==> config.mk <==
export PLATFORM = sky130hd
export DESIGN_NAME = ask_frame_ctrl
export DESIGN_NICKNAME = d
export VERILOG_FILES = /design/src/rtl/ask_rcv_pkg.sv /design/src/rtl/ask_symbol_timer.sv /design/src/rtl/ask_frame_ctrl.sv
export SDC_FILE = /design/constraint.sdc
export NUM_CORES = 1
export LEC_CHECK = 0
export CELL_PAD_IN_SITES_DETAIL_PLACEMENT = 1
export CELL_PAD_IN_SITES_GLOBAL_PLACEMENT = 2
export CORE_MARGIN = 2
export CORE_UTILIZATION = 25
export CTS_CLUSTER_DIAMETER = 200
export DETAILED_ROUTE_END_ITERATION = 8
export PLACE_DENSITY = 0.63
export SLEW_MARGIN = 0
export SYNTH_ARGS = -nofsm -noshare
export SYNTH_HDL_FRONTEND = slang
export SYNTH_SLANG_ARGS = --single-unit
==> constraint.sdc <==
create_clock -name sampleclk -period 2.21 [get_ports sampleclk]
set_clock_uncertainty 0.1 [all_clocks]
set_input_delay 0.442 -clock sampleclk [delete_from_list [all_inputs] [get_ports sampleclk]]
set_output_delay 0.442 -clock sampleclk [all_outputs]
set_load 0.005 [all_outputs]
==> src/rtl/ask_rcv_pkg.sv <==
// Shared types and defaults for the ASK receive chain.
package ask_rcv_pkg;

    typedef enum logic [1:0] {
        HUNT    = 2'd0,
        SYNC    = 2'd1,
        LEN     = 2'd2,
        PAYLOAD = 2'd3
    } state_t;

    localparam int unsigned BYTE_W           = 8;
    localparam int unsigned DEF_SPS          = 4;
    localparam int unsigned DEF_SYNC_TIMEOUT = 64;
    localparam int unsigned DEF_MAX_LEN      = 32;

endpackage

==> src/rtl/ask_symbol_timer.sv <==
// Sample-phase counter producing a one-cycle strobe at the symbol centre.
module ask_symbol_timer
    import ask_rcv_pkg::*;
#(
    parameter int unsigned SPS = DEF_SPS
) (
    input  logic sampleclk,
    input  logic reset,
    input  logic clear,
    input  logic enable,
    output logic symb_stb
);

    localparam int unsigned PW = $clog2(SPS);

    logic [PW-1:0] phase_q, phase_d;

    always_comb begin
        phase_d = phase_q;
        if (clear) begin
            phase_d = '0;
        end else if (enable) begin
            phase_d = (phase_q == PW'(SPS - 1)) ? '0 : phase_q + 1'b1;
        end
    end

    always_ff @(posedge sampleclk or posedge reset) begin
        if (reset) begin
            phase_q <= '0;
        end else begin
            phase_q <= phase_d;
        end
    end

    assign symb_stb = enable && (phase_q == PW'(SPS / 2));

endmodule

==> src/rtl/ask_frame_ctrl.sv <==
// Frame sequencer: preamble edge -> syncword wait -> length byte -> payload bytes,
// delivered over a valid/ready byte port with error and timeout pulses.
module ask_frame_ctrl
    import ask_rcv_pkg::*;
#(
    parameter int unsigned SPS          = DEF_SPS,
    parameter int unsigned SYNC_TIMEOUT = DEF_SYNC_TIMEOUT,
    parameter int unsigned MAX_LEN      = DEF_MAX_LEN
) (
    input  logic              sampleclk,
    input  logic              reset,
    input  logic              serdata,
    input  logic              preamble_hit,
    input  logic              syncword_hit,
    input  logic              abort,
    output logic              corr_en,
    output logic              symb_stb,
    output logic [BYTE_W-1:0] byte_data,
    output logic              byte_valid,
    input  logic              byte_ready,
    output logic              frame_start,
    output logic              frame_end,
    output logic              frame_err,
    output logic              sync_timeout,
    output logic              busy
);

    localparam int unsigned SCW = $clog2(SYNC_TIMEOUT + 1);

    state_t            state_q, state_d;
    logic              pre_q;
    logic [SCW-1:0]    sym_cnt_q, sym_cnt_d;
    logic [2:0]        bit_cnt_q, bit_cnt_d;
    logic [BYTE_W-1:0] shift_q, shift_d;
    logic [BYTE_W-1:0] byte_cnt_q, byte_cnt_d;
    logic [BYTE_W-1:0] data_q, data_d;
    logic              valid_q, valid_d;
    logic              start_q, start_d;
    logic              end_q, end_d;
    logic              err_q, err_d;
    logic              to_q, to_d;

    logic              pre_edge;
    logic              timer_clear;
    logic              timer_en;
    logic [BYTE_W-1:0] next_byte;
    logic              byte_done;

    assign pre_edge    = preamble_hit & ~pre_q;
    assign timer_clear = (state_q == HUNT) && pre_edge;
    assign timer_en    = (state_q != HUNT);
    assign next_byte   = {shift_q[BYTE_W-2:0], serdata};
    assign byte_done   = symb_stb && (bit_cnt_q == 3'd7);

    ask_symbol_timer #(
        .SPS (SPS)
    ) u_timer (
        .sampleclk (sampleclk),
        .reset     (reset),
        .clear     (timer_clear),
        .enable    (timer_en),
        .symb_stb  (symb_stb)
    );

    always_comb begin
        state_d    = state_q;
        sym_cnt_d  = sym_cnt_q;
        bit_cnt_d  = bit_cnt_q;
        shift_d    = shift_q;
        byte_cnt_d = byte_cnt_q;
        data_d     = data_q;
        valid_d    = valid_q;
        start_d    = 1'b0;
        end_d      = 1'b0;
        err_d      = 1'b0;
        to_d       = 1'b0;
        corr_en    = 1'b0;

        if (valid_q && byte_ready) begin
            valid_d = 1'b0;
        end

        unique case (state_q)
            HUNT: begin
                if (pre_edge) begin
                    sym_cnt_d = '0;
                    state_d   = SYNC;
                end
            end
            SYNC: begin
                corr_en = symb_stb;
                if (symb_stb && (sym_cnt_q != SCW'(SYNC_TIMEOUT))) begin
                    sym_cnt_d = sym_cnt_q + 1'b1;
                end
                // A hit on the timeout strobe still wins.
                if (syncword_hit) begin
                    state_d   = LEN;
                    bit_cnt_d = '0;
                    start_d   = 1'b1;
                end else if (symb_stb && (sym_cnt_q >= SCW'(SYNC_TIMEOUT - 1))) begin
                    state_d = HUNT;
                    to_d    = 1'b1;
                end
            end
            LEN: begin
                if (symb_stb) begin
                    shift_d   = next_byte;
                    bit_cnt_d = bit_cnt_q + 3'd1;
                    if (byte_done) begin
                        if ((next_byte == '0) || (next_byte > BYTE_W'(MAX_LEN))) begin
                            err_d   = 1'b1;
                            state_d = HUNT;
                        end else begin
                            byte_cnt_d = next_byte;
                            state_d    = PAYLOAD;
                        end
                    end
                end
            end
            PAYLOAD: begin
                if (symb_stb) begin
                    shift_d   = next_byte;
                    bit_cnt_d = bit_cnt_q + 3'd1;
                    if (byte_done) begin
                        if (valid_q && !byte_ready) begin
                            // Overflow: keep the pending byte, drop the new one.
                            err_d   = 1'b1;
                            state_d = HUNT;
                        end else begin
                            data_d     = next_byte;
                            valid_d    = 1'b1;
                            byte_cnt_d = byte_cnt_q - 1'b1;
                            if (byte_cnt_q == 8'd1) begin
                                end_d   = 1'b1;
                                state_d = HUNT;
                            end
                        end
                    end
                end
            end
            default: state_d = HUNT;
        endcase

        if (abort) begin
            state_d = HUNT;
            valid_d = 1'b0;
            data_d  = '0;
            start_d = 1'b0;
            end_d   = 1'b0;
            err_d   = 1'b0;
            to_d    = 1'b0;
        end
    end

    always_ff @(posedge sampleclk or posedge reset) begin
        if (reset) begin
            state_q    <= HUNT;
            pre_q      <= 1'b0;
            sym_cnt_q  <= '0;
            bit_cnt_q  <= '0;
            shift_q    <= '0;
            byte_cnt_q <= '0;
            data_q     <= '0;
            valid_q    <= 1'b0;
            start_q    <= 1'b0;
            end_q      <= 1'b0;
            err_q      <= 1'b0;
            to_q       <= 1'b0;
        end else begin
            state_q    <= state_d;
            pre_q      <= preamble_hit;
            sym_cnt_q  <= sym_cnt_d;
            bit_cnt_q  <= bit_cnt_d;
            shift_q    <= shift_d;
            byte_cnt_q <= byte_cnt_d;
            data_q     <= data_d;
            valid_q    <= valid_d;
            start_q    <= start_d;
            end_q      <= end_d;
            err_q      <= err_d;
            to_q       <= to_d;
        end
    end

    assign byte_data    = data_q;
    assign byte_valid   = valid_q;
    assign frame_start  = start_q;
    assign frame_end    = end_q;
    assign frame_err    = err_q;
    assign sync_timeout = to_q;
    assign busy         = (state_q != HUNT);

endmodule
* Word-level counts from Yosys, hierarchy flattened
Cells that the tools add are included.
** Operators by class
- Add/sub/neg operators :: 4
- Order comparisons :: 2
- Eq/ne operators :: 26
- Muxes and demuxes :: 61
- Bitwise logic cells :: 2
- Reduce and logical (&&, ||, !) cells :: 26
** Operators by type and width (number)
- 8-bit two-way mux :: 11
- 2-bit two-way mux :: 14
- 1-bit two-way mux :: 27
- 2-bit != test (second input constant) :: 10
- 8-bit one-hot mux with 2 select lines :: 1
- 2-bit nonzero test :: 8
- 3-bit != test (second input constant) :: 5
- 7-bit two-way mux :: 2
- 7-bit one-hot mux with 2 select lines :: 1
- 7-bit AND reduction :: 2
- 2-bit == test (second input constant) :: 4
- 8-bit by 1-bit == test with 1-bit output (second input constant) :: 1
- 8-bit by 6-bit > comparator with 1-bit output (second input constant) :: 1
- 8-bit zero test :: 1
- 4-bit != test (second input constant) :: 2
- 2-bit one-hot mux with 4 select lines :: 1
- 8-bit by 1-bit subtractor with 8-bit output (second input constant) :: 1
- 7-bit by 1-bit adder with 7-bit output (second input constant) :: 1
- 7-bit by 6-bit >= comparator with 1-bit output (second input constant) :: 1
- 1-bit logical AND :: 7
- 7-bit != test (second input constant) :: 1
- 3-bit two-way mux :: 2
- 3-bit one-hot mux with 2 select lines :: 1
- 3-bit AND reduction :: 2
- other kinds (14) :: 14
** Storage, ports and cells
- Flip-flop bits (word level) :: 43
- Bits of input ports :: 7
- Output and inout bits :: 16
- Logic and storage cells :: 134

* Logic depth before layout (Yosys ltp)
Gate-level depths: netlist of the first run.
- Word-level depth :: 7
- Depth in mapped cells :: 8
- Mapped depth without buffers :: 7

* By module
Synthesis of the first run repeated with hierarchy kept, for this count alone.
** Unflattened totals
- Cell total of the unflattened synthesis :: 229
- Area, all modules :: 2280.9 µm²
** Modules (own cells, without submodules)
- ask_frame_ctrl :: instances 1, cells each 218, area an instance 2162.1 µm²
- ask_symbol_timer :: instances 1, cells each 11, area an instance 118.9 µm²

* Least setup slack after synthesis of the first run
OpenSTA, ideal clock, no wires.
- Path kind :: reg-to-reg
- From :: register u_timer.phase_q[0]
- To :: register data_q[0] (netlist: byte_data[0])
- Setup time :: 0.132 ns
- Arrival time :: 1.677 ns
- Required time :: 1.978 ns
- Setup slack :: 0.301 ns
- Cell stages (with the launch flop) :: 8
- Buffers on the path :: 1
- Period minus slack after synthesis :: 1.909 ns
- Cells stage by stage :: dfrtp_1 -> inv_1 -> ha_1 -> clkbuf_1 -> nand3_1 -> nor2_8 -> mux2i_1 -> nor2_1
** On the way
- Cells in the longest elaborated chain, start to end :: 5
** RTL lines
- start, declared :: RTL line ask_symbol_timer.sv:16 : logic [PW-1:0] phase_q, phase_d;
- start signal, assigned :: RTL line ask_symbol_timer.sv:31 : phase_q <= phase_d;
- 2-bit == test * :: RTL line ask_symbol_timer.sv:35 : assign symb_stb = enable && (phase_q == PW'(SPS / 2));
- 1-bit logical AND * :: RTL line ask_symbol_timer.sv:35
- 1-bit logical AND :: RTL line ask_frame_ctrl.sv:53 : assign byte_done = symb_stb && (bit_cnt_q == 3'd7);
- 2-bit nonzero test (no source line)
- 4-bit AND reduction (no source line) *
- end signal, assigned :: RTL line ask_frame_ctrl.sv:176 : data_q <= data_d;
- end, declared :: RTL line ask_frame_ctrl.sv:36 : logic [BYTE_W-1:0] data_q, data_d;
Mark *: on every way between the ends. The rest lies on a longest branch, timed or not.
A chain may end at the register's enable or synchronous reset.

* Final worst setup path of the first run
- From :: register state_q[1]
- To :: output port busy
** On the way
- Cells in the longest elaborated chain, start to end :: 1
** RTL lines
- start, declared :: RTL line ask_frame_ctrl.sv:30 : state_t state_q, state_d;
- start signal, assigned :: RTL line ask_frame_ctrl.sv:170 : state_q <= state_d;
- 2-bit nonzero test :: RTL line ask_frame_ctrl.sv:191 : assign busy = (state_q != HUNT);
- end, declared :: RTL line ask_frame_ctrl.sv:25 : output logic busy
No other way between the ends.

==> results of run 1 <==
## repair_timing
item	CTS	global route
gates cloned	0	0
buffers inserted	3	0
setup endpoints to repair	3	8
gates resized for setup	7	6
## worst max-delay path, cell delays in order, from the launching register on
cell and delay (ns):
dfrtp_1 0.45, nor2_4 0.25, inv_1 0.06, clkdlybuf4s50_1 0.44
## power by group through the flow
| stage | logic, mW | clock network [mW] | registers (mW) |
|---|---|---|---|
| floorplan | 0.634 | 0 | 1.08 |
| global placement | 0.890 | 0 | 1.15 |
| detailed placement | 0.903 | 0 | 1.16 |
| CTS | 0.985 | 0.577 | 1.12 |
| global route | 1.12 | 0.604 | 1.15 |
| finish | 1.00 | 0.553 | 1.13 |
## cells in the final DEF, fill, tap and decap left out, drive strengths merged, types with 2 or more instances in the layout
| master | Yosys | layout |
|---|---|---|
| a221o | 2 | 2 |
| inv | 14 | 17 |
| a31oi | 2 | 2 |
| nor4 | 4 | 4 |
| nand2 | 20 | 20 |
| o21ai | 15 | 15 |
| and3 | 2 | 2 |
| and4 | 2 | 2 |
| nand2b | 2 | 2 |
| nor2b | 3 | 3 |
| o31ai | 2 | 2 |
| nand4 | 5 | 5 |
| nor2 | 29 | 29 |
| a2111oi | 2 | 2 |
| a22oi | 3 | 3 |
| and2 | 2 | 2 |
| dfrtp | 43 | 43 |
| o221ai | 3 | 3 |
| clkbuf | 5 | 5 |
| clkdlybuf4s50 | 0 | 20 |
| a211oi | 2 | 2 |
| o22ai | 3 | 3 |
| or3 | 3 | 3 |
| a21oi | 11 | 11 |
| nand3 | 10 | 10 |
| mux2i | 8 | 8 |
| nor3 | 4 | 4 |
| ha | 8 | 8 |
| mux2 | 7 | 7 |
| a211o | 2 | 2 |
| buf | 3 | 24 |
## metal layers
layer	GRT usage (%)	part of all wire (%)	up-vias
li1	-	-	930
met1	17.6	49	963
met2	21.4	47	30
met3	2.30	2.8	5
met4	4.00	1.2	0
met5	0	0	-
## cells by family after synthesis
logic type / after synthesis
and+or+nand+nor: 90
buffers and inverters: 22
muxes: 15
adders and majority gates: 8
AOI/OAI and AO/OA: 55
DFF: 43
## state kept, by name, indices dropped and copies added, names as in the netlist
| register | count |
|---|---|
| bit_cnt_q | 3 |
| byte_cnt_q | 8 |
| byte_data | 8 |
| byte_valid | 1 |
| frame_end | 1 |
| frame_err | 1 |
| frame_start | 1 |
| pre_q | 1 |
| shift_q | 7 |
| state_q | 2 |
| sym_cnt_q | 7 |
| sync_timeout | 1 |
| u_timer.phase_q | 2 |
## stage by stage
| step | total power [mW] | cells | utilization (%) | instance area, sq um |
|---|---|---|---|---|
| 6_report | 2.69 | 390 | 32.3 | 2950 |
| 5_1_grt | 2.88 | 390 | 32.3 | 2950 |
| 4_1_cts | 2.69 | 390 | 32.1 | 2930 |
| 3_5_place_dp | 2.06 | 379 | 30.7 | 2800 |
| 3_3_place_gp | 2.04 | 379 | 30.7 | 2800 |
| 2_1_floorplan | 1.71 | 233 | - | 2310 |
## how the worst max path moves through the flow
stage,start,endpoint,slack (ns),cells past startpoint
after floorplan,u_timer.phase_q[0],byte_data[0],0.30,7
after CTS,u_timer.phase_q[0],corr_en,0.003,5
after detailed placement,serdata,byte_cnt_q[3],0.02,6
after global routing,state_q[0],byte_cnt_q[1],0.03,6
final,state_q[1],busy,0.16,3
after global placement,serdata,byte_cnt_q[3],0.07,6
## cell type report
class                   instances  area share [%]
clock inverters                 3           0.892
clock buffers                   5            2.34
inverters                      14            1.87
repair buffers                 46            14.1
flip-flops and latches         43            36.6
well taps                     111            4.71
multi-input cells             168            39.6
==> summary.md, run 1 <==
| Metric | Value |
|---|---|
| Share of power burned in registers | `between 40% and 50%` |
| Final hold slack | `approximately 0.37 ns` |
| Area leader, netlist | `dfrtp_1` |
| Post-synthesis sequential area ratio | `46.6%` |
| Main area contributors after synthesis | `dfrtp_1 (47%), nor2_1 (4.4%), ha_1 (4.3%)` |
| VDD IR max | `0.000228 V` |
| DRC viols | `0` |
| Final Max Slew Viols | `0` |
| Final ANT Viol Nets | `0` |
| Crit Path Category | `register to output pin` |
| Reg2reg end | `byte_cnt_q[1]` |
| Most frequent cells after synthesis | `dfrtp_1 (43), nor2_1 (27), nand2_1 (20)` |
| Initial core utilization | `25.3%` |
| Mean number of vias per cell | `4.94` |
| Headroom to the max-slew limit | `56.4%` |
| Cells after Synth | `233` |
| Synthesized area per cell | `9.90 sq um` |
| Clock share of power | `20.6%` |
| Top cell type's share of synthesized area | `46.6%` |
| 1st-pass router iterations | `4` |
| Achievable Freq | `488 MHz` |
| Vias in the first global route | `between 2000 and 2500` |
| Gr ovfl total | `0` |
| Origin of the critical flop-to-flop path | `state_q[0]` |
| Outcome | `finished, final reports clean` |
| Max-cap violations | `0` |
| Mux contribution to synthesized area | `6.89%` |
| Final Hold Vio Count | `0` |
| CTS clk-pin slew, worst paths | `0.10 ns` |
| CP Data Required Time | `1.67 ns` |
| Total CTS buffers | `5` |
| Crit. End Element | `output pin` |
| Warnings, synthesis | `0` |
| Fillcell total | `1072` |
| Worst EP arrival | `1.51 ns` |
| Post-Synth XOR/XNOR Area | `0%` |
| Syn nets | `about 250` |
| DR WL/cell | `15.8 um` |
| CTS tree | `built` |
| Gr usage total | `between 10% and 20%` |
| Pwr dens | `just over 900 nW/um^2` |
| Leakage power total | `1.28 nW` |
| Yosys cell types | `between 50 and 60` |
| Int Pwr | `1.62 mW` |
| NetSw | `1.07 mW` |
| Layout cell share with drive strength beyond 1 | `21.5%` |
| Startpoint Class | `register` |
| Switching Fraction | `39.8%` |
| Largest net degree at the start of global routing | `44` |
| Detailed placement HPWL | `4440 um` |
| Setup TNS | `0 ns` |
| Row count | `35` |
| Synth Area in Adders | `4.34%` |
| Footprint of the multi-input gates | `1170 sq um` |
| Netlist Area Pre-Place | `2310 sq um` |
| Area Overhead vs Synth | `27.7%` |
| Number of synthesized register bits | `43` |
| Die boundary width | `100 um` |
| Combinational power share | `37.4%` |
| CTS Hold Bufs | `0` |
| Number of buffers added on ports | `22` |
| DIE HEIGHT | `100 um` |
| RSZ-0062 raised after global routing | `false` |
| Via count | `around 1900` |
| H-tree depth | `2` |
| Die area | `10000 sq um` |
| DR iter-0 viols | `50` |
| DRT Wirelength | `6140 um` |
| Count leader, synth | `dfrtp_1` |
| FFs w/ async S/R, synth | `100%` |
| Max Root-Sink Buffers | `2` |
| Nets@finish | `293` |
| Clock Root Buffer | `clkbuf_8` |
| CP max FO | `7` |
| First-pass GRT wire length | `10300 um` |
| Worst Max-Slew Pin Slew | `0.653 ns` |
| Largest family of logic cells by synthesized area | `simple AND/OR/NAND/NOR gates` |
| Final worst-path cycle share | `around 93%` |
| Pre-CTS setup slack | `0.0220 ns` |
| EDFF count, synth | `0` |
| N_diodes | `0` |
| Skew-Pair Late Insertion Delay | `0.31 ns` |
| # setup viols final | `0` |
| Reg2reg setup slack | `0.18 ns` |
| Worst setup margin | `0.161 ns` |
| Final weighted congestion in routability-driven placement | `0.739` |
| # IOs | `23` |
| R2R cell count | `6` |
| Simple-Gate Fraction of Synth Area | `20.5%` |
| Min cycle time layout | `2.05 ns` |
| Core area | `slightly above 9000 sq um` |
| Share of the synthesized area in compound gates (AO/OA/AOI/OAI) | `17.6%` |
| Initial antenna violation count | `0` |
| CTS sink cnt | `43` |
| Reg area | `1080 sq um` |
| Hold crit path type | `input port to asynchronous set/reset pin` |
| Most common flop cell mapped by yosys | `dfrtp_1` |
Note: power is estimated with default switching activity, not from simulation.
==> run 2, diff against run 1 <==
Settings changed: CTS_CLUSTER_SIZE from default to 30.
==> results of run 2 <==
Same layout as run 1: the final DEF is identical, and so are final timing and power.
==> run 3, diff against run 2 <==
Settings changed: CORE_UTILIZATION 25 to 35, CTS_CLUSTER_DIAMETER 200 to 30, PLACE_DENSITY 0.63 to 0.82.
==> summary.md, run 3 (synthesized netlist as in run 1, its figures left out) <==
| Metric | Value |
|---|---|
| Outcome | `finished, final reports clean (unchanged)` |
| Total CTS buffers | `5 (unchanged)` |
| CP max FO | `5 (was 7)` |
| Mean number of vias per cell | `5.45 (was 4.94)` |
| Final hold slack | `0.368 ns (was 0.374 ns)` |
| Gr ovfl total | `0 (unchanged)` |
| Core area | `6350 sq um (was 9110 sq um)` |
| Skew-Pair Late Insertion Delay | `0.30 ns (was 0.31 ns)` |
| CP Data Required Time | `2.32 ns (was 1.67 ns)` |
| CTS sink cnt | `43 (unchanged)` |
| Share of power burned in registers | `39.8% (was 42.0%)` |
| Nets@finish | `292 (was 293)` |
| Largest net degree at the start of global routing | `44 (unchanged)` |
| First-pass GRT wire length | `10100 um (was 10300 um)` |
| Hold crit path type | `input port to asynchronous set/reset pin (unchanged)` |
| Die boundary width | `85.2 um (was 100 um)` |
| Cell chain of the critical path | `buf_4, buf_4, and2_1, and2_1, nor3_2, nor2_1, a211oi_1 (was nor2_4, inv_1, clkdlybuf4s50_1)` |
| Headroom to the max-slew limit | `74.2% (was 56.4%)` |
| Slowest stage cell, crit path | `dfrtp_2 (was dfrtp_1)` |
| 1st-pass router iterations | `4 (unchanged)` |
| Clock Root Buffer | `clkbuf_8 (unchanged)` |
| Worst setup margin | `0.135 ns (was 0.161 ns)` |
| Number of buffers added on ports | `22 (unchanged)` |
| Startpoint Class | `register (unchanged)` |
| Achievable Freq | `482 MHz (was 488 MHz)` |
| Int Pwr | `1.82 mW (was 1.62 mW)` |
| VDD IR max | `0.000388 V (was 0.000228 V)` |
| RSZ-0062 raised after global routing | `false (unchanged)` |
| Most common cell after layout, fill and taps aside | `dfrtp_1 (unchanged)` |
| # setup viols final | `0 (unchanged)` |
| Area Overhead vs Synth | `26.6% (was 27.7%)` |
| Most frequent cells in the layout | `dfrtp_1 (42), nor2_1 (25), buf_4 (22), nand2_1 (20), clkdlybuf4s50_1 (20) (was dfrtp_1 (42), nor2_1 (24), buf_4 (23), nand2_1 (20), clkdlybuf4s50_1 (20))` |
| Vias in the first global route | `2047 (was 2033)` |
| DIE HEIGHT | `85.2 um (was 100 um)` |
| Final Max Slew Viols | `0 (unchanged)` |
| N_diodes | `0 (unchanged)` |
| CTS clk-pin slew, worst paths | `0.09 ns (was 0.10 ns)` |
| Gr usage total | `17.6% (was 13.1%)` |
| Pre-CTS setup slack | `0.0216 ns (was 0.0220 ns)` |
| CTS tree | `built (unchanged)` |
| Worst Max-Slew Pin Slew | `0.378 ns (was 0.653 ns)` |
| Max Root-Sink Buffers | `2 (unchanged)` |
| Detailed placement HPWL | `4210 um (was 4440 um)` |
| # IOs | `23 (unchanged)` |
| DRC viols | `0 (unchanged)` |
| Combinational power share | `33.9% (was 37.4%)` |
| Initial antenna violation count | `0 (unchanged)` |
| DR iter-0 viols | `79 (was 50)` |
| Final Hold Vio Count | `0 (unchanged)` |
| Via count | `1933 (was 1928)` |
| NetSw | `1.03 mW (was 1.07 mW)` |
| Crit. End Element | `register (was output pin)` |
| Layout cell share with drive strength beyond 1 | `20.9% (was 21.5%)` |
| Final ANT Viol Nets | `0 (unchanged)` |
| Worst path max stage delay | `0.46 ns (was 0.45 ns)` |
| Final weighted congestion in routability-driven placement | `0.855 (was 0.739)` |
| DRT Wirelength | `5940 um (was 6140 um)` |
| Setup TNS | `0 ns (unchanged)` |
| Initial core utilization | `36.3% (was 25.3%)` |
| Clock share of power | `26.3% (was 20.6%)` |
| Reg area | `1080 sq um (unchanged)` |
| Fillcell total | `707 (was 1072)` |
| Min cycle time layout | `2.07 ns (was 2.05 ns)` |
| Crit Path Category | `register to register (was register to output pin)` |
| Die area | `7260 sq um (was 10000 sq um)` |
| DR WL/cell | `16.7 um (was 15.8 um)` |
| Delay-heaviest family, CP | `simple AND/OR/NAND/NOR gates (was buffers and inverters)` |
| Footprint of the multi-input gates | `1150 sq um (was 1170 sq um)` |
| Final worst-path cycle share | `93.9% (was 92.7%)` |
| Pwr dens | `977 nW/um^2 (was 912 nW/um^2)` |
| Row count | `29 (was 35)` |
| Worst EP arrival | `2.18 ns (was 1.51 ns)` |
| H-tree depth | `2 (unchanged)` |
| Leakage power total | `1.28 nW (about the same)` |
| Max-cap violations | `0 (unchanged)` |
| Crit path buf inv count | `2 (unchanged)` |
| Switching Fraction | `36.1% (was 39.8%)` |
==> run 3: through the flow <==
step / cells / power [mW] / instance area [sq um] / utilization (%)
global route: 355 / 3.05 / 2920 / 46.0
finish: 355 / 2.85 / 2920 / 46.0
floorplan: 233 / 1.71 / 2310 / -
global placement: 344 / 2.02 / 2750 / 43.3
CTS: 355 / 2.86 / 2910 / 45.8
detailed placement: 344 / 2.05 / 2750 / 43.3
==> run 3: cell type report <==
cell class | count | share of cell area, %
repair buffers | 45 | 13.9
well taps | 77 | 3.30
clock buffers | 5 | 2.36
multi-input cells | 168 | 39.4
clock inverters | 3 | 2.31
flip-flops and latches | 43 | 36.9
inverters | 14 | 1.80
==> run 3: per-layer routing <==
layer / wire (um) / vias to the layer above / track usage, %
met3: 201 / 10 / 3.11
met4: 105 / 0 / 6.49
li1: - / 927 / -
met5: 0 / - / 0
met2: 2790 / 40 / 27.3
met1: 2840 / 956 / 24.7
==> run 3: worst min-delay path, delay by kind of cell <==
family	cells	cell delay, ns
buffers and inverters	3	0.70
==> run 3: path summary, 6_finish.rpt <==
check	from	end	slack, ns	depth (start not counted)
max in group asynchronous	reset	state_q[0]	1.39	3
min reg2reg	bit_cnt_q[0]	bit_cnt_q[0]	0.39	1
min	reset	frame_start	0.37	3
max reg2reg	state_q[0]	byte_cnt_q[4]	0.14	7
min in group sampleclk	bit_cnt_q[0]	bit_cnt_q[0]	0.39	1
max	state_q[0]	byte_cnt_q[4]	0.14	7
==> run 3: timing repair <==
action,in CTS,in global routing
setup buffers,3,0
endpoints found under the setup margin,2,10
gates resized for setup,5,4
hold buffers,0,0
hold endpoints to repair,0,0
==> run 3: power by group through the flow <==
stage,Sequential (mW),Combinational [mW],Clock (mW)
floorplan,1.08,0.634,0
global placement,1.15,0.870,0
detailed placement,1.16,0.891,0
CTS,1.13,0.955,0.771
global route,1.16,1.08,0.807
finish,1.13,0.967,0.751
